### src/rtl/pmu_tap_rx_pkg.sv
// Shared PMU TAP definitions: state encoding and instruction codes.
package pmu_tap_rx_pkg;

    // IEEE 1149.1 customary 4-bit state encoding
    typedef enum logic [3:0] {
        TAP_EXIT2_DR = 4'h0,
        TAP_EXIT1_DR = 4'h1,
        TAP_SHIFT_DR = 4'h2,
        TAP_PAUSE_DR = 4'h3,
        TAP_SEL_IR   = 4'h4,
        TAP_UPD_DR   = 4'h5,
        TAP_CAP_DR   = 4'h6,
        TAP_SEL_DR   = 4'h7,
        TAP_EXIT2_IR = 4'h8,
        TAP_EXIT1_IR = 4'h9,
        TAP_SHIFT_IR = 4'hA,
        TAP_PAUSE_IR = 4'hB,
        TAP_RTI      = 4'hC,
        TAP_UPD_IR   = 4'hD,
        TAP_CAP_IR   = 4'hE,
        TAP_TLR      = 4'hF
    } tap_state_e;

    localparam logic [4:0] TAP_INSN_HEADER = 5'h1B;
    localparam logic [4:0] TAP_INSN_BYPASS = 5'h1F;

endpackage

### src/rtl/pmu_tap_rx_tap_fsm.sv
// 16-state JTAG TAP controller, one transition per clock edge.
module tap_fsm
    import pmu_tap_rx_pkg::*;
(
    input  logic       clk_i,
    input  logic       rst_i,
    input  logic       tms_i,
    output tap_state_e state
);

    always_ff @(posedge clk_i) begin
        if (rst_i) begin
            state <= TAP_TLR;
        end else begin
            case (state)
                TAP_TLR:      state <= tms_i ? TAP_TLR      : TAP_RTI;
                TAP_RTI:      state <= tms_i ? TAP_SEL_DR   : TAP_RTI;
                TAP_SEL_DR:   state <= tms_i ? TAP_SEL_IR   : TAP_CAP_DR;
                TAP_CAP_DR:   state <= tms_i ? TAP_EXIT1_DR : TAP_SHIFT_DR;
                TAP_SHIFT_DR: state <= tms_i ? TAP_EXIT1_DR : TAP_SHIFT_DR;
                TAP_EXIT1_DR: state <= tms_i ? TAP_UPD_DR   : TAP_PAUSE_DR;
                TAP_PAUSE_DR: state <= tms_i ? TAP_EXIT2_DR : TAP_PAUSE_DR;
                TAP_EXIT2_DR: state <= tms_i ? TAP_UPD_DR   : TAP_SHIFT_DR;
                TAP_UPD_DR:   state <= tms_i ? TAP_SEL_DR   : TAP_RTI;
                TAP_SEL_IR:   state <= tms_i ? TAP_TLR      : TAP_CAP_IR;
                TAP_CAP_IR:   state <= tms_i ? TAP_EXIT1_IR : TAP_SHIFT_IR;
                TAP_SHIFT_IR: state <= tms_i ? TAP_EXIT1_IR : TAP_SHIFT_IR;
                TAP_EXIT1_IR: state <= tms_i ? TAP_UPD_IR   : TAP_PAUSE_IR;
                TAP_PAUSE_IR: state <= tms_i ? TAP_EXIT2_IR : TAP_PAUSE_IR;
                TAP_EXIT2_IR: state <= tms_i ? TAP_UPD_IR   : TAP_SHIFT_IR;
                TAP_UPD_IR:   state <= tms_i ? TAP_SEL_DR   : TAP_RTI;
                default:      state <= TAP_TLR;
            endcase
        end
    end

endmodule

### src/rtl/pmu_tap_rx.sv
// PMU TAP receiver: IR/bypass/header data registers and a valid/ready header handoff.
module pmu_tap_rx
    import pmu_tap_rx_pkg::*;
#(
    parameter int               IR_W        = 5,
    parameter int               HDR_W       = 32,
    parameter logic [IR_W-1:0]  INSN_HEADER = IR_W'(TAP_INSN_HEADER),
    parameter logic [IR_W-1:0]  INSN_BYPASS = IR_W'(TAP_INSN_BYPASS)
) (
    input  logic             clk_i,
    input  logic             rst_i,
    input  logic             tms_i,
    input  logic             tdi_i,
    output logic             td_o,
    output logic [3:0]       tap_state_o,
    output logic [IR_W-1:0]  ir_o,
    output logic [HDR_W-1:0] hdr_data_o,
    output logic             hdr_valid_o,
    input  logic             hdr_ready_i,
    output logic             overrun_o
);

    localparam int CNT_W = $clog2(HDR_W + 1);

    tap_state_e        state;
    logic [IR_W-1:0]   ir_sr;
    logic [HDR_W-1:0]  hdr_sr;
    logic [CNT_W-1:0]  cnt;
    logic              byp;
    logic              armed;
    logic              pend;
    logic              hdr_sel;
    logic              hdr_shift;
    logic              to_tlr;

    tap_fsm u_fsm (
        .clk_i (clk_i),
        .rst_i (rst_i),
        .tms_i (tms_i),
        .state (state)
    );

    assign tap_state_o = state;
    assign hdr_sel     = (ir_o == INSN_HEADER);
    // ir_o already shows BYPASS on the edge that lands in Test-Logic-Reset
    assign to_tlr      = tms_i && (state == TAP_TLR || state == TAP_SEL_IR);
    assign hdr_shift   = (armed && state == TAP_RTI && !tms_i) ||
                         (state == TAP_SHIFT_DR && hdr_sel && cnt != CNT_W'(HDR_W));

    always_comb begin
        td_o = 1'b0;
        if (state == TAP_SHIFT_IR)      td_o = ir_sr[0];
        else if (state == TAP_SHIFT_DR) td_o = hdr_sel ? hdr_sr[0] : byp;
    end

    always_ff @(posedge clk_i) begin
        if (rst_i) begin
            ir_sr       <= '0;
            ir_o        <= INSN_BYPASS;
            hdr_sr      <= '0;
            cnt         <= '0;
            byp         <= 1'b0;
            armed       <= 1'b0;
            pend        <= 1'b0;
            hdr_data_o  <= '0;
            hdr_valid_o <= 1'b0;
            overrun_o   <= 1'b0;
        end else begin
            pend <= 1'b0;
            case (state)
                TAP_CAP_IR:   ir_sr <= IR_W'(2'b01);
                TAP_SHIFT_IR: ir_sr <= {tdi_i, ir_sr[IR_W-1:1]};
                TAP_UPD_IR:   ir_o  <= ir_sr;
                TAP_CAP_DR: begin
                    byp <= 1'b0;
                    if (hdr_sel) begin
                        hdr_sr <= '0;
                        cnt    <= '0;
                    end
                end
                TAP_SHIFT_DR: byp <= tdi_i;
                default: ;
            endcase

            if (to_tlr) begin
                ir_o  <= INSN_BYPASS;
                armed <= 1'b0;
            end

            if (state == TAP_UPD_IR && !tms_i && ir_sr == INSN_HEADER) begin
                armed  <= 1'b1;
                cnt    <= '0;
                hdr_sr <= '0;
            end else if (state == TAP_RTI && tms_i) begin
                // a partial idle-load word is thrown away on exit
                armed <= 1'b0;
                if (armed) cnt <= '0;
            end

            if (hdr_shift) begin
                hdr_sr <= {tdi_i, hdr_sr[HDR_W-1:1]};
                cnt    <= cnt + 1'b1;
                if (cnt == CNT_W'(HDR_W - 1)) begin
                    pend  <= 1'b1;
                    armed <= 1'b0;
                end
            end

            if (pend) begin
                if (!hdr_valid_o || hdr_ready_i) begin
                    hdr_data_o  <= hdr_sr;
                    hdr_valid_o <= 1'b1;
                end else begin
                    overrun_o <= 1'b1;
                end
            end else if (hdr_valid_o && hdr_ready_i) begin
                hdr_valid_o <= 1'b0;
            end
        end
    end

endmodule

### config.mk
export PLATFORM = sky130hd
export DESIGN_NAME = pmu_tap_rx
export DESIGN_NICKNAME = d
export VERILOG_FILES = /design/src/rtl/pmu_tap_rx_pkg.sv /design/src/rtl/pmu_tap_rx_tap_fsm.sv /design/src/rtl/pmu_tap_rx.sv
export SDC_FILE = /design/constraint.sdc
export NUM_CORES = 1
export LEC_CHECK = 0
export BUFFER_PORTS_ARGS = -buffer_cell sky130_fd_sc_hd__clkbuf_2
export CAP_MARGIN = 20
export CORE_AREA = 2 2 143 89
export CTS_CLUSTER_DIAMETER = 80
export CTS_CLUSTER_SIZE = 28
export DETAILED_ROUTE_END_ITERATION = 8
export DIE_AREA = 0 0 145 91
export GPL_ROUTABILITY_DRIVEN = 0
export PLACE_DENSITY = 0.45
export SETUP_SLACK_MARGIN = 0.5
export SYNTH_ARGS = -nofsm -noshare
export SYNTH_HDL_FRONTEND = slang
export SYNTH_SLANG_ARGS = --single-unit
### constraint.sdc
create_clock -name clk_i -period 2.51 [get_ports clk_i]
set_input_delay 0.3765 -clock clk_i [delete_from_list [all_inputs] [get_ports clk_i]]
set_output_delay 0.3765 -clock clk_i [all_outputs]
set_load 0.01 [all_outputs]
Word level (Yosys, flattened, before mapping)
Cells that the tools add are included.
- output and inout port bits: 44
- input port bits: 5
- register bits: 89
- bitwise operators: 2
- mux-type cells: 37
- reduce and logical (&&, ||, !) cells: 29
- add/subtract/negate cells: 1
- equal/unequal tests: 20
- operator list (cell ; count):
    two-way mux 32 bit ; 4
    one-hot mux 4 bit (12 select lines) ; 1
    two-way mux 6 bit ; 6
    equality test 4 bit (second input constant) ; 8
    equality test 4 x 3 -> 1 bit (second input constant) ; 4
    two-way mux 1 bit ; 13
    two-way mux 2 bit ; 6
    two-way mux 3 bit ; 4
    equality test 5 bit (second input constant) ; 2
    one-hot mux 5 bit (2 select lines) ; 1
    logical AND 1 bit ; 9
    equality test 4 x 2 -> 1 bit (second input constant) ; 2
    AND reduction 2 bit ; 4
    OR reduction 2 bit ; 4
    adder 6 x 1 -> 6 bit (second input constant) ; 1
    equality test 6 x 5 -> 1 bit (second input constant) ; 1
    != test 6 bit (second input constant) ; 1
    nonzero test 2 bit ; 3
    nonzero test 3 bit ; 2
    equality test 4 x 1 -> 1 bit (second input constant) ; 1
    logical NOT 4 bit ; 1
    two-way mux 4 bit ; 1
    logical OR 1 bit ; 3
    OR reduction 3 bit ; 1
    4 further kinds ; 6

Logic depth before layout (Yosys ltp)
- word-level depth: 8
- gate-level depth with buffers: 9

Cells and area by module
Synthesis repeated with hierarchy kept, for this count alone.
- cells, all modules: 427
- area, all modules: 3472.1 um2
- modules (own cells, without submodules) (module ; seq. area each (um2) ; area each (um2) ; instances ; cells an instance):
    pmu_tap_rx ; 1701.6 ; 3281.9 ; 1 ; 405
    tap_fsm ; 80.1 ; 190.2 ; 1 ; 22

Least setup slack after synthesis
OpenSTA, ideal clock, no wires.
- path kind: flip-flop to flip-flop
- from: register cnt[0]
- to: register cnt[0]
- setup time: 87 ps
- required time: 2423 ps
- arrival time: 1559 ps
- stages on the path, launching flop included: 9
- path slack: 864 ps
- period minus slack after synthesis: 1646 ps
- buffers on the path: 1
- cell sequence: dfxtp_1 inv_1 ha_1 nor4b_1 a21oi_1 a2bb2oi_2 buf_6 or3_1 o31ai_1
- cells in the longest elaborated chain, start to end: 6
- elaborated cells between the ends (all ways): 10
- RTL lines (what ; RTL line ; text):
    start, declared ; pmu_tap_rx.sv:28 ; logic [CNT_W-1:0] cnt;
    start signal, assigned ; pmu_tap_rx.sv:102 ; cnt <= cnt + 1'b1;
    two-way mux 6 bit ; pmu_tap_rx.sv:76 ; if (hdr_sel) begin
    two-way mux 6 bit ; pmu_tap_rx.sv:70 ; case (state)
    two-way mux 6 bit ; pmu_tap_rx.sv:97 ; if (armed) cnt <= '0;
    two-way mux 6 bit ; pmu_tap_rx.sv:94 ; end else if (state == TAP_RTI && tms_i) begin
    two-way mux 6 bit ; pmu_tap_rx.sv:90 ; if (state == TAP_UPD_IR && !tms_i && ir_sr == INSN_HEADER) begin
    two-way mux 6 bit * ; pmu_tap_rx.sv:100 ; if (hdr_shift) begin
Every way passes the cells marked *; elsewhere a longest branch is shown, timed or not.
A chain may end at the register's enable or synchronous reset.

Final worst setup path
- from: register ir_o[1]
- to: output td_o
- cells in the longest elaborated chain, start to end: 4
- RTL lines (what ; RTL line ; text):
    start, declared ; pmu_tap_rx.sv:16 ; output logic [IR_W-1:0] ir_o,
    start signal, assigned ; pmu_tap_rx.sv:73 ; TAP_UPD_IR: ir_o <= ir_sr;
    equality test 5 bit ; pmu_tap_rx.sv:44 ; assign hdr_sel = (ir_o == INSN_HEADER);
    two-way mux 1 bit (2 in series) ; pmu_tap_rx.sv:53 ; else if (state == TAP_SHIFT_DR) td_o = hdr_sel ? hdr_sr[0] : byp;
    two-way mux 1 bit ; pmu_tap_rx.sv:52 ; if (state == TAP_SHIFT_IR) td_o = ir_sr[0];
    end, declared ; pmu_tap_rx.sv:14 ; output logic td_o,
No other way between the ends.

==> qor.txt <==
Post-CTS Hold Fix Bufs: 0
Peak VDD IR: 0.000299 V
TritonCTS Buffers: 9
total gr overflow: 0
Setup CP Type: reg -> out
DRC: 0
reg-to-reg slack, setup: 0.64 ns
layout cell share with drive strength beyond 1: 23.8%
crit-path max FO: 3
initial antenna violation count: 0
max-cap viol count: 0
Pleak: 1.63 nW
CP Cell Sequence: nand4_1, nor2_2, mux2_4, a22oi_2, nor2_1, clkbuf_2
main combinational cell family by area after synthesis: simple AND/OR/NAND/NOR gates
post-route ant nets: 0
Iteration-0 DRC Markers: 163
I/O pins: 49
PD cells: 657 mW/mm2
RR Endpoint: cnt[5]$_SDFF_PP0_
drt via density: 4.72
Routed WL per cell: 13.4 um
Fin Setup TNS: 0 ns
critical path launch point type: register
via count: 3066
Synth Area in Compound Gates: 15.4%
Hold Worst Slack: 0.304 ns
port buffer count: 48
clock-pin slew on the worst setup and hold paths: 0.06 ns
share of the synthesized area in the top cell type: 50.6%
Worst Skew: 0.00772 ns
post-synthesis xor/xnor area fraction: 0%
initial core utilization: 29.8%
vias in the first global route: 2823
Worst R2R Path Depth: 9
worst hold stages: 3
synth top area cells: dfxtp_1 51%, nand2_1 12%, a21oi_1 11%
fin nets: 487
Min-Delay Path Class: in -> reg
minimum clock period: 2.01 ns
post-synthesis simple-gate area fraction: 26.2%
Max Buffers Root-to-Sink: 2
asr flop ratio synth: 0%
Crit. End Element: output port
Netlist Area Pre-Place: 0.00352 mm2
Final setup viols: 0
worst skew pair latency: 0.34 ns
Routed WL: 8.72 mm
CTS root buffer: clkbuf_16
slowest CP cell: dfxtp_2
register area share after synthesis: 50.6%
pin count of the biggest net entering global routing: 45
min-delay src: tdi_i
Worst Hold End: hdr_sr[31]$_SDFFE_PP0P_
Core ar.: 0.0118 mm2
Crit path required time: 2.13 ns
most common cell in the synthesized netlist: nand2_1
endpoints failing hold: 0
most frequent cells after synthesis: 108 x nand2_1, 89 x dfxtp_1, 75 x a21oi_1, 37 x nand3_1, 16 x clkbuf_1
Critical Path AT: 1.63 ns
first-pass GRT wire length: 14.2 mm
diode count: 0
Layout Cells excl Fill: 649
Post-Syn Area per Cell: 8.29 um2
EDFF count, synth: 0
Setup WS post-layout: 0.499 ns
Area growth syn-to-layout: 24.9%
run status: finished, final reports clean
cell count after synthesis: 425
Die ar.: 0.0132 mm2
pre-CTS setup slack: 0.398 ns
RSZ-0062 raised after global routing: yes
Num Clock Sinks: 89
mux contribution to synthesized area: 2.02%
Pre-Repair DR Iteration Count: 4
top_reg_cell synth: dfxtp_1
Yosys warning count: 0
Synth cell types: 44
die width: 145 um
Mapped Nets: 432
total track usage: 13.3%
CTS H-tree lvls: 3
relative slew slack: 64.4%
Core Rows: 31
adder-cell share of the synthesized area: 0.710%
Critical R2R Launch: ir_o[1]$_SDFFE_PP1N_
max incr delay on CP: 0.34 ns
fin crit share: 80.1%
Core Util, Final: 37.2%
synthesized flop and latch total: 89
Least-Margin Pin Slew: 0.534 ns
Highest Clock Rate: 497 MHz
Final Max Slew Viols: 0
area leader, netlist: dfxtp_1
CTS tree: done
placed cells: 619
post-DP HPWL: 5.36 mm
Die Ht: 91 um
-- power breakdown --
group / internal, mW / switching [mW] / leakage, nW / total [mW]
clock network: 0.690 / 0.554 / 0.138 / 1.24
logic: 0.0808 / 0.112 / 0.772 / 0.192
registers: 1.43 / 0.0227 / 0.717 / 1.45
-- layer usage --
layer	up-vias	GRT usage, %	routed length, um
met5	-	0	0
met1	1450	18.8	4560
met4	0	4.46	99
met3	10	4.32	362
li1	1565	-	-
met2	41	18.9	3700
-- repair_timing --
| action | CTS | global route |
|---|---|---|
| gates resized for setup | 13 | 8 |
| gates cloned | 0 | 2 |
| pin swaps | 4 | 8 |
| endpoints found under the setup margin | 32 | 38 |
| buffers inserted | 6 | 7 |
| endpoints found under the hold margin | 0 | 0 |
-- critical path, delay by kind of cell (launching register included) --
| family | cells | cell delay (ns) |
|---|---|---|
| buffers and inverters | 1 | 0.14 |
| DFF | 1 | 0.34 |
| AOI/OAI and AO/OA | 1 | 0.14 |
| muxes | 1 | 0.32 |
| and+or+nand+nor | 3 | 0.35 |
-- kinds of logic after synthesis --
family | after synthesis
simple gates | 195
compound gates | 96
flops | 89
buf+inv | 36
mux | 7
fa+ha+maj | 2
-- worst max-delay path by stage --
stage,endpoint,start,slack (ns)
2_1_floorplan,cnt[0]$_SDFF_PP0_,cnt[0]$_SDFF_PP0_,0.86
6_report,td_o,ir_o[1]$_SDFFE_PP1N_,0.50
3_3_place_gp,hdr_sr[13]$_SDFFE_PP0P_,cnt[0]$_SDFF_PP0_,0.41
4_1_cts,td_o,ir_o[0]$_SDFFE_PP1N_,0.44
3_5_place_dp,hdr_sr[29]$_SDFFE_PP0P_,u_fsm.state[2]$_SDFF_PP1_,0.40
5_1_grt,td_o,ir_o[1]$_SDFFE_PP1N_,0.38
-- placed cells by master (no fill, tap or decap), types with 3 or more instances in the layout --
| cell type | instances |
|---|---|
| dfxtp_2 | 7 |
| nand3_1 | 37 |
| nand4_1 | 7 |
| nor2_1 | 14 |
| clkinv_2 | 3 |
| dfxtp_1 | 82 |
| or3_1 | 4 |
| buf_4 | 23 |
| inv_1 | 5 |
| clkbuf_2 | 48 |
| o21ai_0 | 4 |
| a31oi_1 | 5 |
| clkbuf_16 | 10 |
| a21oi_1 | 74 |
| mux2i_1 | 6 |
| and3_1 | 4 |
| nand2_1 | 108 |
-- state kept, by name, summed over array words and instances (netlist names), 4 cells and up --
| signal | count |
|---|---|
| hdr_sr | 32 |
| ir_sr | 5 |
| hdr_data_o | 32 |
| ir_o | 5 |
| cnt | 6 |
| u_fsm.state | 4 |
-- final cells by class --
cell class	count	area (um2)
Clock inverter	5	32.5
Sequential cell	89	1790
Inverter	5	18.8
Timing Repair Buffer	74	469
Multi-Input combinational cell	301	1640
Fill cell	1257	7430
Tap cell	165	206
Clock buffer	10	239
-- stage by stage --
stage	instance area, um2	power [mW]
floorplan	3520	1.59
global placement	3920	1.64
detailed placement	3920	1.65
CTS	4280	2.93
global route	4400	3.01
finish	4400	2.89
Note: power is estimated with default switching activity, not from simulation.
